===== src/rtl/sha256_pkg.sv =====
// Shared SHA-256 constants and the writeback controller state encoding.
package sha256_pkg;

    localparam int HASH_WORDS = 8;
    localparam int WORD_W     = 32;

    typedef enum logic [1:0] {
        IDLE  = 2'd0,
        LOAD  = 2'd1,
        WRITE = 2'd2,
        DONE  = 2'd3
    } wb_state_t;

endpackage


===== src/rtl/hash_writeback_ctrl.sv =====
// Captures a finished digest and writes it to the output hash memory one word
// per cycle, holding the write under mem_stall and pulsing completion at the end.
module hash_writeback_ctrl
    import sha256_pkg::*;
#(
    parameter int HASH_LENGTH = HASH_WORDS,
    parameter int ADDR_W      = $clog2(HASH_LENGTH)
) (
    input  logic                          clock,
    input  logic                          reset,
    input  logic                          enable,
    input  logic                          digest_valid,
    input  logic [HASH_LENGTH*WORD_W-1:0] hash_vector,
    input  logic                          mem_stall,
    output logic                          digest_ready,
    output logic [WORD_W-1:0]             h_data,
    output logic                          h_write,
    output logic [ADDR_W-1:0]             h_output_address,
    output logic                          busy,
    output logic                          h_vector_complete
);

    localparam logic [ADDR_W-1:0] LAST_IDX = ADDR_W'(HASH_LENGTH - 1);

    wb_state_t                     state;
    logic [HASH_LENGTH*WORD_W-1:0] digest_reg;
    logic [ADDR_W-1:0]             counter;
    logic [ADDR_W-1:0]             next_idx;
    logic [WORD_W-1:0]             sel_word;
    logic                          accept;

    // LOAD presents word 0 (counter was cleared on entry); WRITE presents the following word.
    assign next_idx     = (state == WRITE) ? counter + 1'b1 : '0;
    assign sel_word     = digest_reg[next_idx*WORD_W +: WORD_W];
    assign accept       = h_write && !mem_stall;
    assign digest_ready = (state == IDLE);

    // NOTE: every register here is updated with <= so all of them see the
    // pre-edge values of state and counter within the same clock.
    always_ff @(posedge clock or posedge reset) begin
        if (reset) begin
            state             <= IDLE;
            // NOTE: the digest register is reset even though it is wide; the
            // reset state of the block is then fully defined for observation.
            digest_reg        <= '0;
            counter           <= '0;
            h_data            <= '0;
            h_write           <= 1'b0;
            h_output_address  <= '0;
            busy              <= 1'b0;
            h_vector_complete <= 1'b0;
        end else if (!enable) begin
            state             <= IDLE;
            counter           <= '0;
            h_write           <= 1'b0;
            h_output_address  <= '0;
            busy              <= 1'b0;
            h_vector_complete <= 1'b0;
        end else begin
            unique case (state)
                IDLE: begin
                    h_vector_complete <= 1'b0;
                    if (digest_valid) begin
                        digest_reg <= hash_vector;
                        counter    <= '0;
                        busy       <= 1'b1;
                        state      <= LOAD;
                    end
                end
                LOAD: begin
                    h_data           <= sel_word;
                    h_output_address <= '0;
                    h_write          <= 1'b1;
                    state            <= WRITE;
                end
                WRITE: begin
                    if (accept) begin
                        if (counter < LAST_IDX) begin
                            counter          <= next_idx;
                            h_data           <= sel_word;
                            h_output_address <= next_idx;
                        end else begin
                            h_write           <= 1'b0;
                            h_vector_complete <= 1'b1;
                            state             <= DONE;
                        end
                    end
                end
                DONE: begin
                    h_vector_complete <= 1'b0;
                    busy              <= 1'b0;
                    state             <= IDLE;
                end
                default: begin
                    state   <= IDLE;
                    h_write <= 1'b0;
                    busy    <= 1'b0;
                end
            endcase
        end
    end

endmodule


===== config.mk =====
export PLATFORM = sky130hd
export DESIGN_NAME = hash_writeback_ctrl
export DESIGN_NICKNAME = d
export VERILOG_FILES = /design/src/rtl/sha256_pkg.sv /design/src/rtl/hash_writeback_ctrl.sv
export SDC_FILE = /design/constraint.sdc
export NUM_CORES = 1
export LEC_CHECK = 0
export BUFFER_PORTS_ARGS = -buffer_cell sky130_fd_sc_hd__buf_4
export CAP_MARGIN = 20
export CORE_MARGIN = 3
export CORE_UTILIZATION = 40
export CTS_CLUSTER_SIZE = 8
export DETAILED_ROUTE_END_ITERATION = 6
export RECOVER_POWER = 50
export SYNTH_ARGS = -nofsm -noshare
export SYNTH_HDL_FRONTEND = slang
export SYNTH_SLANG_ARGS = --single-unit

===== constraint.sdc =====
create_clock -name clock -period 10.3 [get_ports clock]
set_input_delay 0.515 -clock clock [delete_from_list [all_inputs] [get_ports clock]]
set_output_delay 0.515 -clock clock [all_outputs]
set_load 0.05 [all_outputs]

==> results.sh, run 1 <==
export IMPL_status="finished, violations left"
export IMPL_failing_checks="capacitance limit, slew limit"
export IMPL_clock_root_buffer="sky130_fd_sc_hd__clkbuf_16"
export IMPL_dpl_cell_count=1727
export IMPL_total_standard_cell_area_after_synthesis_um2=13640
export IMPL_synth_net_count=1323
export IMPL_final_core_utilization=0.5176
export IMPL_synth_compound_gate_area_share=0.1053
export IMPL_grt_pass1_wl_mm=57.62
export IMPL_reg2reg_from="state[0]$_DFFE_PP0P_"
export IMPL_syn_instance_count=1056
export IMPL_synth_warnings=0
export IMPL_crit_required_ns=9.97
export IMPL_postRouteAntennaNets=0
export IMPL_count_leader_synth="sky130_fd_sc_hd__dfrtp_1"
export IMPL_max_cap_violations=2
export IMPL_synthTopCellsByArea="sky130_fd_sc_hd__dfrtp_1, sky130_fd_sc_hd__mux2_2, sky130_fd_sc_hd__a211oi_1"
export IMPL_worst_ir_drop_vdd_v=0.0001328
export IMPL_largest_net_degree_at_the_start_of_global_routing=80
export IMPL_drt_pre_antenna_iters=5
export IMPL_routed_via_density=5.288
export IMPL_path_buf_inv=3
export IMPL_synth_edf_count=0
export IMPL_area_delta_synth_final_pct=25.39
export IMPL_worst_slew_pin_slew_ns=4.059
export IMPL_flip_flop_count_of_the_largest_register_all_copies_and_words_added=256
export IMPL_antenna_violations_before_repair=2
export IMPL_cp_arrival_ns=5.55
export IMPL_slew_limit_headroom=-1.706
export IMPL_timing_critical_path_fanout_max=75
export IMPL_die_area_um2=36340
export IMPL_dominantRegCellSynth="sky130_fd_sc_hd__dfrtp_1"
export IMPL_clkSlewWorstSetupHoldPaths_ns=0.05
export IMPL_detailedRoute_firstIterationViolations=463
export IMPL_place_hpwl_mm=25.69
export IMPL_die_w_um=190.6
export IMPL_via_count_of_the_first_global_routing_pass=9783
export IMPL_synthDominantCellAreaShare=0.5487
export IMPL_floorplan_die_height_um=190.6
export IMPL_detailroute_via_count=9397
export IMPL_critical_path_startpoint_type="primary input"
export IMPL_post_synth_num_cell_types=38
export IMPL_avg_wl_per_cell_um=21.23
export IMPL_minimum_period_implied_by_the_final_worst_setup_slack_ns=5.881
export IMPL_post_cts_repair_setup_buffers=0
export IMPL_setup_tns_ns=0
export IMPL_synth_top_cell_by_area="sky130_fd_sc_hd__dfrtp_1"
export IMPL_seq_power_share=0.415
export IMPL_synth_mux_area_frac=0.2372
export IMPL_num_io_pins=300
export IMPL_insertion_delay_ns=0.51
export IMPL_maxClockFrequency_mhz=170.0
export IMPL_grt_ovfl_total=0
export IMPL_synthArstFlopShare=1.000
export IMPL_p_sw_frac=0.3319
export IMPL_intPower_mw=3.333
export IMPL_core_region_area_um2=33030
export IMPL_setup_worst_path_end="h_data[21]$_DFFE_PP0P_"
export IMPL_crit_cells=3
export IMPL_worst_path_largest_cell_delay_ns=2.96
export IMPL_p_leak_nw=7.341
export IMPL_placementRows=66
export IMPL_timing_final_crit_share=0.5710
export IMPL_combinationalPowerShare=0.336
export IMPL_finish_cell_count_without_fillers=1777
export IMPL_timing_final_hold_violations=0
export IMPL_crit_path_top_delay_cell="sky130_fd_sc_hd__clkbuf_1"
export IMPL_floorplan_initialDensity=0.4128
export IMPL_tritoncts="done"
export IMPL_gp_congestion=0.7926
export IMPL_yosys_area_share_xor_xnor=0.0006423
export IMPL_worst_path_dominant_cell_family="buffers and inverters"
export IMPL_cp_cell_sequence="clkbuf_4 -> clkinvlp_2 -> clkbuf_1"
export IMPL_cts_htree_levels=2
export IMPL_hold_path_class="primary input to register"
export IMPL_clock_sink_count=299
export IMPL_largest_family_of_logic_cells_by_synthesized_area="multiplexers"
export IMPL_layout_cells_sized_above_1=0.4366
export IMPL_synth_avg_cell_area_um2=12.91
export IMPL_ys_seq_area_frac=0.5487
export IMPL_clockBufferDepth=3
export IMPL_synth_area_in_simple_gates=0.06634
export IMPL_cts_hold_buffers_added=0
export IMPL_worstSetupEndpointType="async pin"
export IMPL_cts_inserted_buffers=43
export IMPL_rsz0062_at_grt="false"
export IMPL_cts_resized_gates=0
export IMPL_p_sw_mw=1.656
export IMPL_synth_adder_area_share=0.005506
export IMPL_wl_mm=37.73
export IMPL_worst_r2r_path_depth=6
export IMPL_netlist_top_cells_count="sky130_fd_sc_hd__dfrtp_1, sky130_fd_sc_hd__mux2_2, sky130_fd_sc_hd__nand2_1, sky130_fd_sc_hd__nor2b_1, sky130_fd_sc_hd__a211oi_1"
export IMPL_grt_util_all_layers=0.2054
export IMPL_drc=0
export IMPL_synth_seq_cells=299
export IMPL_power_per_cell_area_nw_per_um2=291.8
export IMPL_slew_violations=150
export IMPL_worst_r2r_setup_slack_ns=6.57
export IMPL_design_final_nets=1598
export IMPL_worst_clock_skew_ns=0.01147
export IMPL_clock_power_share=0.249
export IMPL_timing_rr_end="digest_reg[146]$_DFFE_PP0P_"
export IMPL_port_buffers=299
export IMPL_critPathLaunch="reset"
export IMPL_worst_hold_slack_ns=0.2299
export IMPL_setup_violations_final=0
export IMPL_critPathKind="primary input to async pin"
==> worst min path at each step <==
| stage | slack, ns | startpoint | endpoint | depth (start not counted) |
|---|---|---|---|---|
| 2_1_floorplan | 0.47 | digest_reg[100]$_DFFE_PP0P_ | digest_reg[100]$_DFFE_PP0P_ | 1 |
| 3_3_place_gp | 0.48 | digest_reg[226]$_DFFE_PP0P_ | digest_reg[226]$_DFFE_PP0P_ | 1 |
| 3_5_place_dp | 0.49 | digest_reg[123]$_DFFE_PP0P_ | digest_reg[123]$_DFFE_PP0P_ | 1 |
| 4_1_cts | 0.07 | reset | digest_reg[131]$_DFFE_PP0P_ | 2 |
| 5_1_grt | 0.21 | hash_vector[229] | digest_reg[229]$_DFFE_PP0P_ | 2 |
| 6_report | 0.23 | hash_vector[31] | digest_reg[31]$_DFFE_PP0P_ | 2 |
==> layout by cell type, fill, tap and decap left out, drive strengths merged, types with 9 or more instances in the layout <==
cell type / netlist / final
dfrtp: 299 / 299
nand2: 70 / 70
a311o: 32 / 32
a21oi: 9 / 9
a31oi: 33 / 33
mux2: 257 / 257
buf: 59 / 270
nor2b: 66 / 66
a211oi: 65 / 65
mux2i: 34 / 34
nor2: 36 / 36
a211o: 32 / 32
clkbuf: 23 / 88
==> through the flow <==
stage | power (mW) | cell area (um^2) | setup slack (ns)
5_1_grt | 5.299 | 17100 | 3.211
6_report | 4.989 | 17100 | 4.419
2_1_floorplan | 3.331 | 13640 | 1.524
3_3_place_gp | 3.784 | 16090 | 6.659
4_1_cts | 5.098 | 17230 | 6.577
3_5_place_dp | 3.827 | 16090 | 6.619
==> final cells by class <==
type                    instances  area [um^2]
diodes                          2        5.005
well taps                     442        553.0
flip-flops and latches        299         7486
fillers                      3007        15930
repair buffers                312         2208
clock inverters                 1        7.507
multi-input cells             669         5684
clock buffers                  46         1130
inverters                       6        23.77
==> layer usage <==
layer | GRT usage | part of all wire
met1 | 0.3067 | 0.48
met2 | 0.3053 | 0.44
met3 | 0.04835 | 0.065
met4 | 0.04488 | 0.017
met5 | 0 | 0
==> power groups by stage <==
stage	Clock [mW]	Combinational (mW)	Sequential (mW)
6_report	1.24	1.68	2.07
3_5_place_dp	0	1.75	2.08
2_1_floorplan	0	1.12	2.21
4_1_cts	1.28	1.75	2.07
5_1_grt	1.33	1.83	2.14
3_3_place_gp	0	1.72	2.07
==> kinds of logic after synthesis <==
family / Yosys count
multiplexers: 291
AND/OR/NAND/NOR: 187
AO/OA/AOI/OAI: 184
adder cells (fa/ha/maj): 6
buffers and inverters: 88
flip-flops: 299
XOR/XNOR: 1
Power figures use the tool's default switching activity.
==> run 2, diff against run 1 <==
clock period = 5.3 ns   (was 10.3 ns; I/O delays follow)
==> run 2 against run 1 <==
Against the previous run:
- the flow finishes with violations (hold timing)
- register-to-register slack worse by 4.4 ns
- non-clock buffer count up 246
- global-route usage up 2.1 points
- flip-flop and latch count unchanged
- power up 100%
- routed wire length up 10%
- first-iteration DRC count up 9.1%
- sequential share of layout area down 5.8 points
- largest power group unchanged
- highest routed layer unchanged
==> results.sh, run 2 (same netlist as run 1, synthesis figures left out) <==
export IMPL_hold_path_class="primary input to async pin"
export IMPL_worst_clock_skew_ns=0.01242
export IMPL_critical_path_startpoint_type="register"
export IMPL_setup_violations_final=0
export IMPL_floorplan_initialDensity=0.4128
export IMPL_layout_cells_sized_above_1=0.3819
export IMPL_detailedRoute_firstIterationViolations=505
export IMPL_drc=0
export IMPL_failing_checks="hold timing"
export IMPL_storage_element_area_um2=7486
export IMPL_drt_pre_antenna_iters=5
export IMPL_slew_violations=0
export IMPL_cts_inserted_buffers=43
export IMPL_cts_resized_gates=0
export IMPL_grt_util_all_layers=0.2262
export IMPL_flip_flop_count_of_the_largest_register_all_copies_and_words_added=256
export IMPL_core_region_area_um2=33030
export IMPL_post_cts_repair_setup_buffers=0
export IMPL_mostFrequentLayoutCells="sky130_fd_sc_hd__dfrtp_1, sky130_fd_sc_hd__buf_4, sky130_fd_sc_hd__mux2_2"
export IMPL_area_delta_synth_final_pct=44.44
export IMPL_detailroute_via_count=10460
export IMPL_multi_input_area_um2=5684
export IMPL_avg_wl_per_cell_um=20.54
export IMPL_cp_cell_sequence="buf_4 -> nand2b_1 -> buf_4 -> nand2_1 -> a311o_1 -> a31oi_1"
export IMPL_crit_required_ns=5.73
export IMPL_rsz0062_at_grt="false"
export IMPL_worst_path_largest_cell_delay_ns=0.85
export IMPL_postRouteAntennaNets=0
export IMPL_insertion_delay_ns=0.52
export IMPL_place_hpwl_mm=26.17
export IMPL_largest_net_degree_at_the_start_of_global_routing=155
export IMPL_worst_slew_pin_slew_ns=0.9118
export IMPL_critPathKind="register to register"
export IMPL_mostFrequentLayoutCell="sky130_fd_sc_hd__dfrtp_1"
export IMPL_antenna_violations_before_repair=5
export IMPL_routed_via_density=5.160
export IMPL_maxClockFrequency_mhz=323.3
export IMPL_setup_tns_ns=0
export IMPL_clockBufferDepth=3
export IMPL_p_leak_nw=8.467
export IMPL_worst_ir_drop_vdd_v=0.0003116
export IMPL_placementRows=66
export IMPL_path_buf_inv=2
export IMPL_clock_sink_count=299
export IMPL_cts_hold_buffers_added=247
export IMPL_worst_path_dominant_cell_family="buffers and inverters"
export IMPL_gp_congestion=0.8289
export IMPL_power_per_cell_area_nw_per_um2=507.4
export IMPL_design_final_nets=1844
export IMPL_clkSlewWorstSetupHoldPaths_ns=0.05
export IMPL_num_io_pins=300
export IMPL_timing_final_crit_share=0.5835
export IMPL_crit_path_top_delay_cell="sky130_fd_sc_hd__dfrtp_4"
export IMPL_cts_htree_levels=2
export IMPL_wl_mm=41.62
export IMPL_minimum_period_implied_by_the_final_worst_setup_slack_ns=3.093
export IMPL_die_w_um=190.6
export IMPL_cp_arrival_ns=3.52
export IMPL_port_buffers=299
export IMPL_floorplan_die_height_um=190.6
export IMPL_worst_path_most_repeated_cell="sky130_fd_sc_hd__buf_4"
export IMPL_via_count_of_the_first_global_routing_pass=11060
export IMPL_grt_pass1_wl_mm=63.74
export IMPL_filler_cell_count=2658
export IMPL_max_cap_violations=0
export IMPL_status="finished, violations left"
export IMPL_worstSetupEndpointType="register"
export IMPL_timing_final_hold_violations=2
export IMPL_worst_hold_slack_ns=-0.02225
export IMPL_timing_critical_path_fanout_max=71
export IMPL_clock_root_buffer="sky130_fd_sc_hd__clkbuf_16"
export IMPL_slew_limit_headroom=0.3921
export IMPL_tritoncts="done"
export IMPL_grt_ovfl_total=0
export IMPL_die_area_um2=36340
==> run 2: worst paths after layout <==
path / startpoint / endpoint / slack [ns] / cells past startpoint
setup / recovery: counter[0]$_DFFE_PP0P_ / h_data[12]$_DFFE_PP0P_ / 2.21 / 6
hold / removal: reset / digest_reg[163]$_DFFE_PP0P_ / -0.02 / 3
setup reg to reg: counter[0]$_DFFE_PP0P_ / h_data[12]$_DFFE_PP0P_ / 2.21 / 6
hold reg to reg: digest_reg[252]$_DFFE_PP0P_ / digest_reg[252]$_DFFE_PP0P_ / 0.49 / 1
max in group asynchronous: reset / digest_reg[57]$_DFFE_PP0P_ / 4.56 / 3
min in group clock: hash_vector[40] / digest_reg[40]$_DFFE_PP0P_ / 0.02 / 2
==> run 2: final cells by class <==
class,count,area share
diodes,5,0.0006353
flip-flops and latches,299,0.3801
clock buffers,46,0.05737
clock inverters,1,0.0003812
inverters,6,0.001207
repair buffers,558,0.2436
well taps,442,0.02808
multi-input cells,669,0.2886
==> run 2: worst reg2reg max path, stage by stage, from the launching register on <==
cell and delay (ns):
sky130_fd_sc_hd__dfrtp_4 0.85, sky130_fd_sc_hd__buf_4 0.78, sky130_fd_sc_hd__nand2b_1 0.25, sky130_fd_sc_hd__buf_4 0.39, sky130_fd_sc_hd__nand2_1 0.11, sky130_fd_sc_hd__a311o_1 0.43
sky130_fd_sc_hd__a31oi_1 0.20
==> run 2: stage by stage <==
| stage | instance area, um^2 | std cells | power (mW) | worst slack [ns] | util |
|---|---|---|---|---|---|
| after floorplan | 13640 | 1056 | 6.475 | 1.062 | - |
| after global placement | 16150 | 1727 | 7.424 | 2.288 | 0.4888 |
| after detailed placement | 16150 | 1727 | 7.488 | 2.233 | 0.4888 |
| after CTS | 19760 | 2021 | 10.10 | 2.239 | 0.5981 |
| after global routing | 19700 | 2026 | 10.58 | 2.021 | 0.5963 |
| final | 19700 | 2026 | 9.992 | 2.207 | 0.5963 |
==> run 2: metal layers <==
layer | routed length (um) | share of wire | global-route usage
met5 | 0 | 0 | 0
met4 | 1330 | 0.032 | 0.07790
met3 | 2506 | 0.060 | 0.04926
met2 | 18250 | 0.44 | 0.3384
met1 | 19530 | 0.47 | 0.3265
==> run 2: report_power, final <==
part           internal [mW]  switching, mW
Clock                   1.48          0.939
Sequential              3.43          0.647
Combinational           1.76           1.74
==> run 3, diff against run 2 <==
clock period = 2.8 ns   (was 5.3 ns; I/O delays follow)
==> run 3 against run 2 <==
Against the previous run:
- the flow now finishes without violations
- utilization grew 0.65 points
- die area unchanged
- clock skew rose by 0.011 ns
- combinational power is 89% higher
- routed wire length grew 1.8%
- design area increased by 1.1%
- critical path depth increased by 1
- global-route usage rose by 0.58 points
- critical path type unchanged
- critical endpoint is now h_data[26]$_DFFE_PP0P_
==> results.sh, run 3 (same netlist as run 1, synthesis figures left out) <==
export IMPL_postRouteAntennaNets=0
export IMPL_area_delta_synth_final_pct=46.01
export IMPL_gp_congestion=0.8098
export IMPL_final_area_um2=19910
export IMPL_die_w_um=190.6
export IMPL_clock_power_share=0.242
export IMPL_critical_path_startpoint_type="register"
export IMPL_slew_limit_headroom=0.1293
export IMPL_hold_path_class="primary input to register"
export IMPL_antenna_violations_before_repair=1
export IMPL_p_leak_nw=8.543
export IMPL_port_buffers=299
export IMPL_clock_root_buffer="sky130_fd_sc_hd__clkbuf_16"
export IMPL_grt_use_met2=0.3547
export IMPL_setup_violations_final=0
export IMPL_clock_sink_count=299
export IMPL_grt_ovfl_total=0
export IMPL_global_route_usage_met1=0.3346
export IMPL_cp_arrival_ns=2.84
export IMPL_worst_ir_drop_vdd_v=0.0004292
export IMPL_slew_violations=0
export IMPL_floorplan_initialDensity=0.4128
export IMPL_critPathKind="register to register"
export IMPL_worst_clock_skew_ns=0.02383
export IMPL_largest_net_degree_at_the_start_of_global_routing=135
export IMPL_top_usage_layer="met2"
export IMPL_seq_power_share=0.405
export IMPL_rsz0062_at_grt="false"
export IMPL_cts_htree_levels=2
export IMPL_worstSetupEndpointType="register"
export IMPL_p_sw_frac=0.3292
export IMPL_tritoncts="done"
export IMPL_worst_slack_at_placement_ns=0.3973
export IMPL_place_hpwl_mm=27.43
export IMPL_timing_final_crit_share=0.8753
export IMPL_via_count_of_the_first_global_routing_pass=11270
export IMPL_grt_pass1_wl_mm=65.49
export IMPL_status="complete, no violations"
export IMPL_mostFrequentLayoutCells="sky130_fd_sc_hd__dfrtp_1, sky130_fd_sc_hd__buf_4, sky130_fd_sc_hd__dlygate4sd3_1"
export IMPL_timing_critical_path_fanout_max=63
export IMPL_final_critical_path_setup_slack_ns=0.3491
export IMPL_num_io_pins=300
export IMPL_detailedRoute_firstIterationViolations=453
export IMPL_placed_area_um2=16390
export IMPL_layout_cells_sized_above_1=0.3740
export IMPL_finish_cell_count_without_fillers=2050
export IMPL_power_per_cell_area_nw_per_um2=942.9
export IMPL_cts_inserted_buffers=43
export IMPL_crit_required_ns=3.19
export IMPL_avg_wl_per_cell_um=20.67
export IMPL_p_sw_mw=6.180
export IMPL_insertion_delay_ns=0.52
export IMPL_drt_pre_antenna_iters=5
export IMPL_grt_util_all_layers=0.2320
export IMPL_combinationalPowerShare=0.353
export IMPL_core_region_area_um2=33030
export IMPL_dpl_cell_count=1744
export IMPL_max_cap_violations=0
export IMPL_die_area_um2=36340
export IMPL_clockBufferDepth=3
export IMPL_wl_mm=42.38
export IMPL_final_core_utilization=0.6027
export IMPL_clkSlewWorstSetupHoldPaths_ns=0.05
export IMPL_design_final_nets=1872
export IMPL_use_met3=0.05018
export IMPL_cts_resized_gates=0
export IMPL_drc=0
export IMPL_timing_final_hold_violations=0
export IMPL_maxClockFrequency_mhz=408.0
export IMPL_intPower_mw=12.59
export IMPL_mostFrequentLayoutCell="sky130_fd_sc_hd__dfrtp_1"
export IMPL_placementRows=66
export IMPL_floorplan_die_height_um=190.6
export IMPL_worst_slew_pin_slew_ns=1.299
export IMPL_minimum_period_implied_by_the_final_worst_setup_slack_ns=2.451
export IMPL_routed_via_density=5.145
export IMPL_detailroute_via_count=10550
export IMPL_flip_flop_count_of_the_largest_register_all_copies_and_words_added=256
run 3: per-stage QoR:
step	TNS (ns)	power (mW)	hold slack, ns
3_5_place_dp	0	14.19	0.3114
6_report	0	18.77	0.04433
4_1_cts	0	19.15	0.02160
5_1_grt	0	19.92	0.05587
2_1_floorplan	-392.61	12.26	0.2905
3_3_place_gp	0	14.02	0.3078
run 3: layer usage:
layer,up-vias,share of wire
met5,-,0
li1,4920,-
met3,81,0.062
met2,320,0.45
met1,5227,0.47
met4,0,0.025
run 3: area by class of cell:
| type | instances | area [um^2] |
|---|---|---|
| flip-flops and latches | 299 | 7486 |
| diodes | 1 | 2.502 |
| clock buffers | 46 | 1130 |
| inverters | 6 | 23.77 |
| fillers | 2664 | 13120 |
| repair buffers | 586 | 5022 |
| multi-input cells | 669 | 5684 |
| well taps | 442 | 553.0 |
| clock inverters | 1 | 7.507 |
run 3: power by group through the flow:
stage               clock [mW]  combinational, mW  sequential (mW)
global placement             0               6.43             7.59
detailed placement           0               6.57             7.62
global route              4.85               7.20             7.87
floorplan                    0               4.12             8.13
finish                    4.55               6.63             7.59
CTS                       4.68               6.89             7.58
run 3: worst max-delay path: stages (launching register included):
cell	delay [ns]
sky130_fd_sc_hd__dfrtp_1	0.40
sky130_fd_sc_hd__inv_1	0.12
sky130_fd_sc_hd__ha_1	0.52
sky130_fd_sc_hd__nand2_4	0.20
sky130_fd_sc_hd__buf_12	0.25
sky130_fd_sc_hd__a211oi_1	0.40
sky130_fd_sc_hd__a211o_1	0.26
sky130_fd_sc_hd__a31oi_1	0.10
run 3: path summary, 6_finish.rpt:
path	startpoint	to	slack, ns	depth (start not counted)
min	digest_valid	busy$_DFFE_PP0P_	0.04	4
max reg2reg	state[0]$_DFFE_PP0P_	h_data[26]$_DFFE_PP0P_	0.35	7
min reg2reg	digest_reg[126]$_DFFE_PP0P_	digest_reg[126]$_DFFE_PP0P_	0.49	1
min in group asynchronous	reset	digest_reg[127]$_DFFE_PP0P_	0.47	3
max	state[0]$_DFFE_PP0P_	h_data[26]$_DFFE_PP0P_	0.35	7
max in group asynchronous	reset	digest_reg[194]$_DFFE_PP0P_	0.62	4
run 3: timing repair:
item | 4_1_cts | 5_1_grt
endpoints found under the hold margin | 281 | 0
setup buffers | 0 | 0
hold buffers | 258 | 0
